--- config.mk ---
export PLATFORM = sky130hd
export DESIGN_NAME = pc_fetch_unit_flat
export DESIGN_NICKNAME = d
export VERILOG_FILES = /design/src/rtl/pc_fetch_unit_if.sv /design/src/rtl/pc_fetch_unit.sv /design/src/flat_wrapper.sv
export SDC_FILE = /design/constraint.sdc
export NUM_CORES = 1
export LEC_CHECK = 0
export CAP_MARGIN = 25
export CELL_PAD_IN_SITES_DETAIL_PLACEMENT = 1
export CELL_PAD_IN_SITES_GLOBAL_PLACEMENT = 1
export CORE_MARGIN = 2
export CORE_UTILIZATION = 40
export CTS_BUF_LIST = sky130_fd_sc_hd__clkbuf_8
export DETAILED_ROUTE_END_ITERATION = 12
export PLACE_DENSITY = 0.92
export RECOVER_POWER = 100
export SYNTH_ARGS = -nofsm -noshare
export SYNTH_HDL_FRONTEND = slang
export SYNTH_SLANG_ARGS = --single-unit
export TNS_END_PERCENT = 100
--- constraint.sdc ---
create_clock -name clk -period 2.48 [get_ports clk]
set_clock_uncertainty 0.2 [all_clocks]
set_input_delay 0.372 -clock clk [delete_from_list [all_inputs] [get_ports clk]]
set_output_delay 0.372 -clock clk [all_outputs]
set_load 0.02 [all_outputs]
--- src/rtl/pc_fetch_unit_if.sv ---
// Fetch-unit bus: redirect/stall controls, instruction-memory handshake and IF/ID outputs.
// master = fetch unit, slave = surrounding core / memory side.
interface pc_fetch_unit_if;
    logic        stall;
    logic        redirect;
    logic [15:0] redirect_pc;
    logic        imem_req;
    logic [15:0] imem_addr;
    logic        imem_rdy;
    logic [15:0] imem_data;
    logic        if_valid;
    logic [15:0] if_instr;
    logic [15:0] if_pc;
    logic [15:0] if_pc_plus2;
    logic        halted;

    modport master (
        input  stall, redirect, redirect_pc, imem_rdy, imem_data,
        output imem_req, imem_addr, if_valid, if_instr, if_pc, if_pc_plus2, halted
    );

    modport slave (
        output stall, redirect, redirect_pc, imem_rdy, imem_data,
        input  imem_req, imem_addr, if_valid, if_instr, if_pc, if_pc_plus2, halted
    );
endinterface

--- src/rtl/pc_fetch_unit.sv ---
// PC register and fetch sequencer: one outstanding imem request, one-entry skid buffer,
// redirect flush with in-flight response discard, and HLT detection.
module pc_fetch_unit #(
    parameter logic [15:0] RESET_PC    = 16'h0000,
    parameter logic [3:0]  HALT_OPCODE = 4'hF
) (
    input  logic              clk,
    input  logic              rst_n,
    pc_fetch_unit_if.master   bus
);
    typedef enum logic [1:0] {S_FETCH, S_WAIT, S_HALT} state_t;

    state_t      r_state;
    state_t      w_state_nxt;
    logic [15:0] r_pc;
    logic        r_if_valid;
    logic [15:0] r_if_instr;
    logic [15:0] r_if_pc;
    logic [15:0] r_if_pc_plus2;
    logic        r_halted;
    logic        r_skid_valid;
    logic [15:0] r_skid_instr;
    logic [15:0] r_skid_pc;
    logic        r_discard;

    logic        w_req;
    logic        w_accept;
    logic        w_ifid_ready;
    logic        w_outstanding;
    logic        w_is_hlt;
    logic [15:0] w_pc_plus2;

    always_comb begin
        w_state_nxt   = r_state;
        w_outstanding = (r_state == S_WAIT) || r_discard;
        w_ifid_ready  = !bus.stall || !r_if_valid;
        w_pc_plus2    = r_pc + 16'd2;
        w_is_hlt      = (bus.imem_data[15:12] == HALT_OPCODE);
        w_accept      = (r_state == S_WAIT) && bus.imem_rdy && !r_discard && !bus.redirect;
        // A full skid buffer may drain and be replaced by a new request in the same cycle.
        w_req         = (r_state == S_FETCH) && !bus.redirect && !r_discard &&
                        (!r_skid_valid || w_ifid_ready);

        if (bus.redirect) begin
            w_state_nxt = S_FETCH;
        end else begin
            case (r_state)
                S_FETCH: if (w_req) w_state_nxt = S_WAIT;
                S_WAIT:  if (bus.imem_rdy) w_state_nxt = w_is_hlt ? S_HALT : S_FETCH;
                S_HALT:  w_state_nxt = S_HALT;
                default: w_state_nxt = S_FETCH;
            endcase
        end
    end

    always_ff @(posedge clk or negedge rst_n) begin
        if (!rst_n) begin
            r_state       <= S_FETCH;
            r_pc          <= RESET_PC;
            r_if_valid    <= 1'b0;
            r_if_instr    <= '0;
            r_if_pc       <= '0;
            r_if_pc_plus2 <= '0;
            r_halted      <= 1'b0;
            r_skid_valid  <= 1'b0;
            r_skid_instr  <= '0;
            r_skid_pc     <= '0;
            r_discard     <= 1'b0;
        end else begin
            r_state <= w_state_nxt;
            if (bus.redirect) begin
                r_pc         <= {bus.redirect_pc[15:1], 1'b0};
                r_if_valid   <= 1'b0;
                r_skid_valid <= 1'b0;
                r_halted     <= 1'b0;
                // A response arriving in the redirect cycle is itself the dropped one.
                r_discard    <= w_outstanding && !bus.imem_rdy;
            end else begin
                if (r_discard && bus.imem_rdy) r_discard <= 1'b0;
                if (w_accept) begin
                    r_pc <= w_pc_plus2;
                    if (w_is_hlt) r_halted <= 1'b1;
                end
                if (w_ifid_ready) begin
                    if (r_skid_valid) begin
                        r_if_valid    <= 1'b1;
                        r_if_instr    <= r_skid_instr;
                        r_if_pc       <= r_skid_pc;
                        r_if_pc_plus2 <= r_skid_pc + 16'd2;
                        r_skid_valid  <= 1'b0;
                    end else if (w_accept) begin
                        r_if_valid    <= 1'b1;
                        r_if_instr    <= bus.imem_data;
                        r_if_pc       <= r_pc;
                        r_if_pc_plus2 <= w_pc_plus2;
                    end else begin
                        r_if_valid    <= 1'b0;
                    end
                end else if (w_accept) begin
                    r_skid_valid <= 1'b1;
                    r_skid_instr <= bus.imem_data;
                    r_skid_pc    <= r_pc;
                end
            end
        end
    end

    // Request is gated by reset so the bus is quiet the instant rst_n falls.
    assign bus.imem_req    = w_req && rst_n;
    assign bus.imem_addr   = r_pc;
    assign bus.if_valid    = r_if_valid;
    assign bus.if_instr    = r_if_instr;
    assign bus.if_pc       = r_if_pc;
    assign bus.if_pc_plus2 = r_if_pc_plus2;
    assign bus.halted      = r_halted;
endmodule

--- src/flat_wrapper.sv ---
// flat-port wrapper written by rule: the top's interface ports become plain ports
module pc_fetch_unit_flat 
#(
    parameter logic [15:0] RESET_PC    = 16'h0000,
    parameter logic [3:0]  HALT_OPCODE = 4'hF
)
  (clk, rst_n, bus_stall, bus_redirect, bus_redirect_pc, bus_imem_rdy, bus_imem_data, bus_imem_req, bus_imem_addr, bus_if_valid, bus_if_instr, bus_if_pc, bus_if_pc_plus2, bus_halted);
  pc_fetch_unit_if bus_i ();
  input  logic clk;
  input  logic rst_n;
  input wire logic [$bits(bus_i.stall)-1:0] bus_stall;
  input wire logic [$bits(bus_i.redirect)-1:0] bus_redirect;
  input wire logic [$bits(bus_i.redirect_pc)-1:0] bus_redirect_pc;
  input wire logic [$bits(bus_i.imem_rdy)-1:0] bus_imem_rdy;
  input wire logic [$bits(bus_i.imem_data)-1:0] bus_imem_data;
  output wire logic [$bits(bus_i.imem_req)-1:0] bus_imem_req;
  output wire logic [$bits(bus_i.imem_addr)-1:0] bus_imem_addr;
  output wire logic [$bits(bus_i.if_valid)-1:0] bus_if_valid;
  output wire logic [$bits(bus_i.if_instr)-1:0] bus_if_instr;
  output wire logic [$bits(bus_i.if_pc)-1:0] bus_if_pc;
  output wire logic [$bits(bus_i.if_pc_plus2)-1:0] bus_if_pc_plus2;
  output wire logic [$bits(bus_i.halted)-1:0] bus_halted;
  assign bus_i.stall = bus_stall;
  assign bus_i.redirect = bus_redirect;
  assign bus_i.redirect_pc = bus_redirect_pc;
  assign bus_i.imem_rdy = bus_imem_rdy;
  assign bus_i.imem_data = bus_imem_data;
  assign bus_imem_req = bus_i.imem_req;
  assign bus_imem_addr = bus_i.imem_addr;
  assign bus_if_valid = bus_i.if_valid;
  assign bus_if_instr = bus_i.if_instr;
  assign bus_if_pc = bus_i.if_pc;
  assign bus_if_pc_plus2 = bus_i.if_pc_plus2;
  assign bus_halted = bus_i.halted;
  pc_fetch_unit #(.RESET_PC(RESET_PC), .HALT_OPCODE(HALT_OPCODE)) u_core (.clk(clk), .rst_n(rst_n), .bus(bus_i));
endmodule
==> flow_summary_export.csv, run 1 <==
group,metric,value,unit
synth,yosysTopAreaCell,"dfrtp_1",
sta,finalMaxSlewViolations,64,
synth,yosysSeqAreaShare,0.511,
synth,synth.most_common_cell,"dfrtp_1",
global_routing,grt_usage,0.215,
cts,worstSkewPairLatency,0.38,ns
worst_setup_path,cp.arrival,2.45,ns
routing,firstDrtPassIters,4,
worst_setup_path,path_max_fanout,6,
worst_setup_path,endpoint_kind,"register",
synth,avgSynthCellArea,10.2,um2
placement,portBuffers,99,
sta,max_clock_freq,0.423,GHz
sta,grt_setup_unrepaired,"false",
sta,slew-limit-headroom,-0.0832,
status,outcome,"complete, but fails checks",
routing,avgRoutedWirePerCell,18.8,um
synth,ys.warnings.count,0,
global_routing,grt_pass1_wl,21500,um
pwr,power_density,762,nW/um2
global_routing,grt_pass1_vias,4109,
flow_run,cap_violations,1,
sta,worst_pin_slew,1.62,ns
synth,synth_cell_type_count,33,
worst_setup_path,critPathSlowestCell,"dfrtp_1",
synth,synth.area.top_cells,"dfrtp_1 (51%), mux2i_1 (9.0%), o21ai_0 (6.7%)",
global_routing,antenna_found_initial,0,
cts,clkTransAtPathRegs,0.10,ns
pwr,peakVddDrop,0.245,mV
global_routing,grt_max_degree,91,
routing,num_vias,3756,
cts,cts_buffers,9,
routing,routed_via_density,5.31,
finish,num_antenna_cells,0,
cts,clockBufferDepth,2,
synth,ys_ff_latch,98,
finish,nNetsFinal,594,
min_path,hp-class,"reg -> reg",
placement,hpwl,9550,um
worst_setup_path,cp.required,2.57,ns
routing,drt_wl_total,13300,um
pwr,switching_share,0.330,
cts,cts-root-buf,"clkbuf_8",
sta,final.setup.tns,0,ns
finish,syn_to_final_growth,28.2,%
finish,final_util,0.519,
cts,cts.sinks,98,
worst_setup_path,r2r_slack,0.11,ns
pwr,p_leak,2.70,nW
finish,final_layout_size_suffix_gt1_frac,0.105,
routing,drtAntennaViolNets,0,
sta,final_hold_viol_count,0,
routing,drc,0,
die,coreArea,11900,um2
synth,synth_common_cells,"dfrtp_1 (98), nand2_1 (83), o21ai_0 (64)",
worst_setup_path,path_cells,"ha_1 -> nand4_1 -> nor4_1 -> xor2_1 -> mux2i_1 -> o21ai_0",
die,die_area,12900,um2
pwr,power.switching,1.55,mW
sta,finalSetupViolCount,0,
worst_setup_path,crit_buf_inv,0,
cts,htreeDepth,3,
die,chipHeight,114,um
pwr,power.share.sequential,0.455,
sta,fin_crit,2.37,ns
synth,syn_area,4800,um2
pwr,p_clk_frac,0.273,
global_routing,globalRouteOverflowTotal,0,
die,initial_utilization,0.405,
synth,synthArstFlopShare,1.00,
die,row_count,40,
cts,cts_hold_buf,0,
synth,synthCells,471,
synth,synth_edf_count,0,
status,violations,"capacitance limit, slew limit",
synth,synth_top_area_frac,0.511,
placement,place.gp.congestion,0.816,
cts,cts_tree,"built",
die,die_w,114,um
sta,fin_crit_sh,0.954,
worst_setup_path,cp-start-kind,"register",
pwr,p_int,3.14,mW
die,io_pins,104,
routing,drt_iter0_markers,248,
synth,yosys_most_used_dff,"dfrtp_1",
pwr,combPwrFrac,0.272,
worst_setup_path,path_class,"reg -> reg",
worst_setup_path,slowest_delay,0.47,ns
worst_setup_path,critical_path.top_delay_family,"simple AND/OR/NAND/NOR gates",
worst register-to-register path, delay by kind of cell, from the launching register on:
family	cells	cell delay (ns)
AND/OR/NAND/NOR	2	0.66
flip-flops	1	0.47
adder cells (fa/ha/maj)	1	0.27
AO/OA/AOI/OAI	1	0.27
XOR/XNOR	1	0.24
multiplexers	1	0.16
metrics by stage:
stage | area [um2] | setup WS [ns] | cells | power (mW) | hold slack (ns)
2_1_floorplan | 4810 | 0.465 | 473 | 2.77 | -0.124
3_3_place_gp | 5930 | 0.0718 | 691 | 3.45 | 0.262
3_5_place_dp | 5930 | -0.00933 | 691 | 3.55 | 0.271
4_1_cts | 6170 | 0.0116 | 707 | 4.83 | 0.0337
5_1_grt | 6160 | 0.0407 | 707 | 4.92 | 0.310
6_report | 6160 | 0.114 | 707 | 4.69 | 0.282
layout by cell type, fill, tap and decap left out, types with 3 or more instances in the layout:
master           instances
nand3_1                  9
nor3_1                   9
o21ai_0                 64
dfrtp_1                 97
nand2_1                 83
conb_1                   3
a21oi_1                  5
nand4_1                 10
clkbuf_8                10
xor2_1                  30
bufinv_16                3
dlygate4sd3_1           65
xnor2_1                 10
nor4_1                   7
mux2_2                  27
mux2i_1                 43
inv_1                    5
clkdlybuf4s50_1         32
buf_4                    8
nor2_1                  12
cell families (layout without fill, tap and decap cells):
kind of cell | count (synthesis) | after routing | share of synthesized area
xor+xnor | 40 | 40 | 0.0729
simple gates | 141 | 141 | 0.135
buf+inv | 45 | 132 | 0.0417
flops | 98 | 98 | 0.511
other cells | 1 | 3 | 0.000781
compound gates | 73 | 73 | 0.0784
fa+ha+maj | 2 | 2 | 0.00521
mux | 71 | 71 | 0.155
cell type report:
class | count | area (um2)
fill | 1338 | 5700
clock inverter | 6 | 111
sequential | 98 | 2450
inverter | 5 | 18.8
multi-input combinational | 330 | 2170
timing repair buffer | 111 | 1090
clock buffer | 10 | 138
tap | 147 | 184
flip-flops by register name, summed over array words and instances, names as in the netlist:
| register | cells |
|---|---|
| u_core.bus.halted | 1 |
| u_core.bus.if_valid | 1 |
| u_core.r_discard | 1 |
| u_core.r_skid_pc | 15 |
| u_core.bus.if_pc_plus2 | 15 |
| u_core.bus.if_instr | 16 |
| u_core.r_skid_valid | 1 |
| u_core.bus.if_pc | 15 |
| u_core.r_skid_instr | 16 |
| u_core.bus.imem_addr | 15 |
| u_core.r_state | 2 |
final timing paths:
kind | cells after the start | startpoint | endpoint
worst max-delay path | 6 | u_core.bus.imem_addr[2]$_DFFE_PN0P_ | u_core.bus.if_pc_plus2[15]$_DFFE_PN0P_
min in group asynchronous | 2 | rst_n | u_core.bus.imem_addr[7]$_DFFE_PN0P_
worst min-delay path | 2 | u_core.bus.if_pc_plus2[3]$_DFFE_PN0P_ | u_core.bus.if_pc_plus2[3]$_DFFE_PN0P_
max in group asynchronous | 3 | rst_n | u_core.r_skid_pc[10]$_DFFE_PN0P_
worst max register to register | 6 | u_core.bus.imem_addr[2]$_DFFE_PN0P_ | u_core.bus.if_pc_plus2[15]$_DFFE_PN0P_
worst min register to register | 2 | u_core.bus.if_pc_plus2[3]$_DFFE_PN0P_ | u_core.bus.if_pc_plus2[3]$_DFFE_PN0P_
power groups by stage:
stage | registers (mW) | logic, mW | clock network, mW
floorplan | 2.38 | 0.394 | 0
global placement | 2.14 | 1.31 | 0
detailed placement | 2.18 | 1.37 | 0
CTS | 2.15 | 1.39 | 1.30
global route | 2.18 | 1.38 | 1.36
finish | 2.13 | 1.28 | 1.28
timing repair:
| action | in CTS | in global routing |
|---|---|---|
| endpoints found under the setup margin | 0 | 1 |
| gates resized for setup | 0 | 1 |
| buffers inserted | 0 | 0 |
| hold endpoints to repair | 0 | 0 |
layer usage:
metal  vias up  GRT usage  part of all wire
li1       1766          -                 -
met1      1842      0.273              0.42
met2       119      0.359              0.50
met3        29     0.0521             0.051
met4         0     0.0813             0.027
met5         -          0                 0
Power figures use the tool's default switching activity.
==> run 2: changes to the inputs <==
Settings changed: CORE_UTILIZATION 40 to 39, CTS_BUF_LIST sky130_fd_sc_hd__clkbuf_8 to unset, PLACE_DENSITY 0.92 to 0.9.
==> run 2 against run 1 <==
The flow now finishes without violations. Maximum frequency increased by 4.1%. Largest cell class unchanged. Critical endpoint is now bus_imem_addr[6]. Clock-buffer cell count grew 1. Non-clock buffer count rose by 2.
==> flow_summary_export.csv, run 2 (same netlist as run 1, synthesis figures left out) <==
group,metric,value,unit
status,outcome,"finished, final reports clean",
worst_setup_path,cp-start-kind,"register",
placement,portBuffers,99,
placement,place.gp.congestion,0.803,
finish,final_util,0.517,
global_routing,grt_pass1_vias,4103,
sta,worst_slack,0.208,ns
worst_setup_path,crit_buf_inv,1,
finish,syn_to_final_growth,29.3,%
routing,drt_iter0_markers,204,
cts,cts_tree,"built",
finish,stdcell_count,709,
sta,worst_pin_slew,0.793,ns
routing,num_vias,3749,
worst_setup_path,path_class,"reg -> out",
cts,cts_setup_buffers,0,
global_routing,grt_pass1_wl,20800,um
worst_setup_path,path_max_fanout,10,
global_routing,antenna_found_initial,0,
worst_setup_path,critPathSlowestCell,"dlygate4sd3_1",
worst_setup_path,critical_path.top_delay_family,"buffers and inverters",
die,die_w,115,um
global_routing,grt_max_degree,91,
die,die_area,13200,um2
sta,finalSetupViolCount,0,
cts,clkTransAtPathRegs,0.07,ns
finish,num_antenna_cells,0,
sta,slew-limit-headroom,0.472,
routing,drtAntennaViolNets,0,
die,io_pins,104,
sta,fin_crit,2.27,ns
pwr,p_int,3.19,mW
global_routing,grt_usage,0.202,
cts,htreeDepth,3,
cts,clockBufferDepth,2,
worst_setup_path,cp.arrival,1.70,ns
die,row_count,40,
pwr,p_clk_frac,0.287,
die,initial_utilization,0.400,
placement,hpwl,9240,um
flow_run,cap_violations,0,
routing,firstDrtPassIters,4,
placement,dpl.cell_count,692,
routing,drc,0,
worst_setup_path,endpoint_kind,"output port",
finish,mostFrequentLayoutCells,"dfrtp_1 (97), nand2_1 (83), o21ai_0 (64), dlygate4sd3_1 (64), mux2i_1 (43)",
pwr,power.switching,1.57,mW
pwr,p_total,4.76,mW
min_path,hp-class,"reg -> reg",
die,chipHeight,115,um
pwr,combPwrFrac,0.267,
sta,fin_crit_sh,0.916,
sta,holdWs,0.278,ns
finish,final_area,6210,um2
cts,cts-root-buf,"clkbuf_16",
worst_setup_path,slowest_delay,0.74,ns
routing,drt_wl_total,12800,um
sta,grt_setup_unrepaired,"false",
sta,final_hold_viol_count,0,
die,coreArea,12000,um2
placement,placed_area,5930,um2
placement,pre_cts_ws,0.0146,ns
pwr,p_leak,2.72,nW
sta,finalMaxSlewViolations,0,
finish,nNetsFinal,596,
pwr,switching_share,0.330,
worst_setup_path,path_cells,"dlygate4sd3_1",
pwr,peakVddDrop,0.344,mV
cts,cts.sinks,98,
global_routing,globalRouteOverflowTotal,0,
finish,final_common_cell,"dfrtp_1",
pwr,power.share.sequential,0.446,
cts,worstSkewPairLatency,0.35,ns
routing,avgRoutedWirePerCell,18.1,um
sta,final.setup.tns,0,ns
finish,final_layout_size_suffix_gt1_frac,0.105,
routing,routed_via_density,5.29,
sta,max_clock_freq,0.440,GHz
cts,cts_buffers,9,
pwr,power_density,766,nW/um2
worst_setup_path,cp.required,1.91,ns
-- run 2: cell types whose count changed in the layout (fill, tap and decap cells not counted), moves of 2 or more --
| cell | before | now |
|---|---|---|
| clkbuf_8 | 10 | 2 |
| bufinv_16 | 3 | 0 |
| clkbuf_16 | 0 | 9 |
| clkdlybuf4s50_1 | 32 | 34 |
-- run 2: path summary, 6_finish.rpt --
check,startpoint,end,slack [ns],depth (start not counted)
max,u_core.bus.imem_addr[6]$_DFFE_PN0P_,bus_imem_addr[6],0.21,1
min,u_core.bus.if_pc_plus2[5]$_DFFE_PN0P_,u_core.bus.if_pc_plus2[5]$_DFFE_PN0P_,0.28,2
max reg2reg,u_core.bus.imem_addr[3]$_DFFE_PN0P_,u_core.bus.if_pc_plus2[14]$_DFFE_PN0P_,0.24,5
min reg2reg,u_core.bus.if_pc_plus2[5]$_DFFE_PN0P_,u_core.bus.if_pc_plus2[5]$_DFFE_PN0P_,0.28,2
max in group asynchronous,rst_n,u_core.r_skid_pc[11]$_DFFE_PN0P_,0.39,4
min in group asynchronous,rst_n,u_core.bus.imem_addr[4]$_DFFE_PN0P_,0.58,3
-- run 2: final cells by class --
class                   count  area, um2
fillers                  1340       5800
repair buffers            113       1100
clock buffers              11        253
clock inverters             5       37.5
flip-flops and latches     98       2450
well taps                 147        184
multi-input cells         330       2160
inverters                   5       18.8
-- run 2: tightest hold or removal path: cells and delay by family (launching register included) --
family	cells	cell delay, ns
flops	1	0.34
compound gates	1	0.06
simple gates	1	0.05
-- run 2: repair_timing --
action,4_1_cts,5_1_grt
hold buffers,1,0
endpoints found under the setup margin,0,1
endpoints found under the hold margin,45,0
gates resized for setup,0,1
-- run 2: power by group through the flow --
stage | registers [mW] | clock network, mW | logic (mW)
after detailed placement | 2.17 | 0 | 1.37
after global routing | 2.17 | 1.43 | 1.38
final | 2.12 | 1.36 | 1.27
after global placement | 2.14 | 0 | 1.32
after CTS | 2.14 | 1.38 | 1.38
after floorplan | 2.38 | 0 | 0.394
-- run 2: metal layers --
layer / track usage / vias up / routed length [um]
met1: 0.257 / 1854 / 5720
li1: - / 1779 / -
met4: 0.0932 / 0 / 333
met3: 0.0311 / 24 / 419
met5: 0 / - / 0
met2: 0.338 / 92 / 6350
